<file path="config.mk">
export PLATFORM = sky130hd
export DESIGN_NAME = i2s_rx_frame_fifo
export DESIGN_NICKNAME = d
export VERILOG_FILES = /design/src/rtl/i2s_rx_frame_fifo.sv
export SDC_FILE = /design/constraint.sdc
export NUM_CORES = 1
export LEC_CHECK = 0
export CAP_MARGIN = 20
export CORE_MARGIN = 4
export CORE_UTILIZATION = 45
export CTS_BUF_LIST = sky130_fd_sc_hd__clkbuf_4 sky130_fd_sc_hd__clkbuf_8
export CTS_CLUSTER_DIAMETER = 80
export DETAILED_ROUTE_END_ITERATION = 12
export PLACE_DENSITY = 0.66
export SYNTH_ARGS = -nofsm -noshare
export SYNTH_HDL_FRONTEND = slang
export SYNTH_SLANG_ARGS = --single-unit
</file>
<file path="constraint.sdc">
create_clock -name sclk -period 2.4 [get_ports sclk]
set_clock_uncertainty 0.1 [all_clocks]
set_input_delay 0.48 -clock sclk [delete_from_list [all_inputs] [get_ports sclk]]
set_output_delay 0.48 -clock sclk [all_outputs]
set_load 0.02 [all_outputs]
</file>
<file path="src/rtl/i2s_rx_frame_fifo.sv">
// Frame FIFO behind the I2S receiver: buffers {left,right} stereo frames first-word-fall-through,
// hands them to the DSP stage over valid/ready, and drops frames when full while counting the drops.
module i2s_rx_frame_fifo #(
  parameter int WIDTH     = 16,
  parameter int DEPTH     = 8,
  parameter int AFULL_LVL = 6
) (
  input  logic                         sclk,
  input  logic                         rst,
  input  logic [WIDTH-1:0]             left_i,
  input  logic [WIDTH-1:0]             right_i,
  input  logic                         frame_valid_i,
  input  logic                         out_ready_i,
  output logic                         out_valid_o,
  output logic [WIDTH-1:0]             left_o,
  output logic [WIDTH-1:0]             right_o,
  output logic [$clog2(DEPTH+1)-1:0]   count_o,
  output logic                         afull_o,
  output logic                         overflow_o,
  output logic [7:0]                   drop_cnt_o,
  input  logic                         clr_ovf_i
);

  localparam int PW = $clog2(DEPTH);
  localparam int CW = $clog2(DEPTH + 1);

  logic [2*WIDTH-1:0] mem [DEPTH];
  logic [PW-1:0]      wr_ptr;
  logic [PW-1:0]      rd_ptr;
  logic [CW-1:0]      count;
  logic               full;
  logic               push;
  logic               pop;
  logic               drop;

  // A pop frees the slot this cycle, so a full FIFO still accepts a frame alongside a pop.
  assign full = (count == CW'(DEPTH));
  assign pop  = out_valid_o & out_ready_i;
  assign push = frame_valid_i & (~full | pop);
  assign drop = frame_valid_i & full & ~pop;

  assign out_valid_o       = (count != '0);
  assign {left_o, right_o} = mem[rd_ptr];
  assign count_o           = count;
  assign afull_o           = (count >= CW'(AFULL_LVL));

  always_ff @(posedge sclk or negedge rst) begin
    if (!rst) begin
      wr_ptr <= '0;
      rd_ptr <= '0;
      count  <= '0;
      // NOTE: the storage is cleared on reset so the head word reads zero while empty;
      // this costs a reset on every flop, which is accepted for such a small array.
      for (int i = 0; i < DEPTH; i++) begin
        mem[i] <= '0;
      end
    end else begin
      if (push) begin
        mem[wr_ptr] <= {left_i, right_i};
        wr_ptr      <= wr_ptr + PW'(1);
      end
      if (pop) begin
        rd_ptr <= rd_ptr + PW'(1);
      end
      count <= count + CW'(push) - CW'(pop);
    end
  end

  // A drop in the same cycle as a clear wins, so the event is never lost.
  always_ff @(posedge sclk or negedge rst) begin
    if (!rst) begin
      overflow_o <= 1'b0;
      drop_cnt_o <= '0;
    end else if (drop) begin
      overflow_o <= 1'b1;
      if (clr_ovf_i) begin
        drop_cnt_o <= 8'd1;
      end else if (drop_cnt_o != 8'hff) begin
        drop_cnt_o <= drop_cnt_o + 8'd1;
      end
    end else if (clr_ovf_i) begin
      overflow_o <= 1'b0;
      drop_cnt_o <= '0;
    end
  end

endmodule

</file>
==> impl_metrics.ini <==
[global_routing]
grt_pass1_vias = 8354
antenna_found_initial = 0
grt_max_degree = 68
grt_overflow = 0
grtUsageTotal = 0.195
grt_pass1_wl_um = 47600

[hold_path]
hold_class = reg2reg
worst_hold_path.endpoint = mem[148]$_DFFE_PN0P_
holdCritStartpoint = mem[148]$_DFFE_PN0P_
min_path_cells = 1

[setup_path]
r2r_start = count_o[3]$_DFF_PN0_
crit_required_ps = 1820
endpoint_kind = output pin
r2r-end = mem[205]$_DFFE_PN0P_
crit_fanout = 5
worst_setup_path_start_kind = flop
crit_arrival_ps = 2290
r2r_setup_slack_ps = -160
worstSetupPathType = reg2out
reg2reg_depth = 10

[floorplanning]
core_mm2 = 0.0279
die-height_um = 176
ios = 84
start_util = 0.457
die-area_mm2 = 0.0311
row_count = 61
dieWidth_um = 176

[sta]
worst_pin_slew_ps = 575
min_period_over_period = 1.20
setup_viol = 95
drv_slew = 0
relSlewSlack = 0.617
timing.fmax_mhz = 348
layout_setup_ws_ps = -469
min_period_ps = 2870
finalHoldViolCount = 0
rsz0062_at_grt = true

[pwr]
peakVddDrop_mv = 0.939
pwr_density_cell_mw_per_mm2 = 1540
power.leakage_nw = 7.38
fin_total_pwr_mw = 25.3

[status]
status = complete, but fails checks
violations = negative setup slack

[synth]
synth_cell_types = 42
synth.avg_cell_area_um2 = 16.5
async_flop_share = 1.00
synthCells = 772
synth_ff_type = dfrtp_1
yosysWarnings = 0
synth-seq-cells = 275
syn_area_mm2 = 0.0127
syn_nets = 820
synth_edf_count = 0
yosysSeqAreaShare = 0.540

[detailed_routing]
vias = 7342
vias_per_cell = 5.44
drt_first_pass_iters = 4
wl_per_cell_um = 21.9
post-route-drc-count = 0
routed_wl_um = 29600
initialDrtViolationCount = 379
postRouteAntennaNets = 0

[clocking]
cts_root_buf = clkbuf_8
clock-sinks = 275
cts_tree = built
cts_made_buffers = 46
clk_pin_slew_ps = 60
clk_latency_ps = 550
htreeDepth = 2
clockBufferDepth = 3

[final_layout]
area_growth_pct = 28.5
num_antenna_cells = 0
drive_gt1_frac = 0.588
layout.cells.most_common_list = 270 x dfrtp_1, 187 x mux2_2, 93 x mux2_4, 64 x mux4_2, 61 x clkbuf_8
final_common_cell = dfrtp_1
nets = 985

[job]
cap_violations = 0

[placed_design]
gp_congestion = 0.764
io_buffers = 83
pre_cts_ws_ps = -418
dpl.hpwl_um = 17700
## cell usage after synthesis, types with 3 or more instances
master | n | area [um2]
nor2_1 | 7 | 26.3
mux2_1 | 11 | 124
ha_1 | 10 | 125
a21oi_1 | 3 | 15.0
nor3_1 | 3 | 15.0
mux4_2 | 64 | 1440
mux2_4 | 60 | 901
nand2_1 | 12 | 45.0
mux2_2 | 218 | 2450
buf_6 | 7 | 78.8
xnor2_1 | 5 | 43.8
nand3_1 | 6 | 30.0
clkbuf_1 | 17 | 63.8
buf_2 | 24 | 120
inv_1 | 12 | 45.0
o211a_1 | 4 | 40.0
a21o_1 | 5 | 37.5
dfrtp_1 | 275 | 6880
## state kept, by name, indices dropped and copies added (netlist names)
name	flops
overflow_o	1
mem	256
rd_ptr	3
drop_cnt_o	8
count_o	4
wr_ptr	3
## metrics by stage
stage               TNS [ps]  hold WS, ps  cells  cell area [um2]  utilization
global route          -26960          400   1349            16400        0.587
detailed placement    -72130          374   1237            14600        0.524
global placement      -66210          362   1237            14600        0.524
finish                -21450          385   1349            16400        0.587
floorplan              -1320         84.4    772            12800            -
CTS                   -18250          388   1347            16400        0.587
## worst max-delay path: stages (launching register included)
cell and delay [ps]:
dfrtp_4 480, buf_12 170, buf_4 140, mux4_2 500, mux2_4 290, buf_4 160
## power breakdown
part           leakage (nW)  switching (mW)  total, mW  internal (mW)
sequential             3.32            1.28       8.22           6.95
combinational          3.51            4.72       12.5           7.76
clock                 0.552            1.86       4.54           2.68
total                  7.38            7.86       25.3           17.4
## worst max path at each step
| stage | start | to | slack [ps] | depth (start not counted) |
|---|---|---|---|---|
| CTS | rd_ptr[0]$_DFFE_PN0P_ | right_o[14] | -560 | 6 |
| global placement | out_ready_i | mem[119]$_DFFE_PN0P_ | -390 | 7 |
| finish | rd_ptr[0]$_DFFE_PN0P_ | left_o[14] | -470 | 5 |
| floorplan | count_o[2]$_DFF_PN0_ | count_o[2]$_DFF_PN0_ | -60 | 11 |
| global route | rd_ptr[0]$_DFFE_PN0P_ | right_o[14] | -560 | 5 |
| detailed placement | out_ready_i | mem[116]$_DFFE_PN0P_ | -420 | 7 |
## cell families (layout without fill, tap and decap cells)
family / after synthesis / after routing / synth area share
flops: 275 / 275 / 0.540
fa+ha+maj: 11 / 11 / 0.0114
simple gates: 44 / 44 / 0.0192
mux: 354 / 354 / 0.387
compound gates: 19 / 19 / 0.0124
xor+xnor: 7 / 7 / 0.00481
buf+inv: 62 / 261 / 0.0249
## area by class of cell
type	instances	area [um2]
clock buffer	73	930
clock inverter	9	105
fill	2112	11500
inverter	13	56.3
multi-input combinational	435	5750
sequential	275	6890
tap	378	473
timing repair buffer	166	2160
## per-layer routing
| metal | part of all wire | up-vias | GRT usage |
|---|---|---|---|
| met2 | 0.50 | 131 | 0.334 |
| met3 | 0.039 | 39 | 0.0405 |
| li1 | - | 3219 | - |
| met1 | 0.44 | 3953 | 0.260 |
| met5 | 0 | - | 0 |
| met4 | 0.016 | 0 | 0.0429 |
## what timing repair did
item                                   CTS  global route
setup endpoints to repair              117            83
cloned                                  10             3
setup buffers                           18            10
pin swaps                                5             7
hold buffers                             1             0
endpoints found under the hold margin   60             0
resized for setup                      260            27
Power figures use the tool's default switching activity.
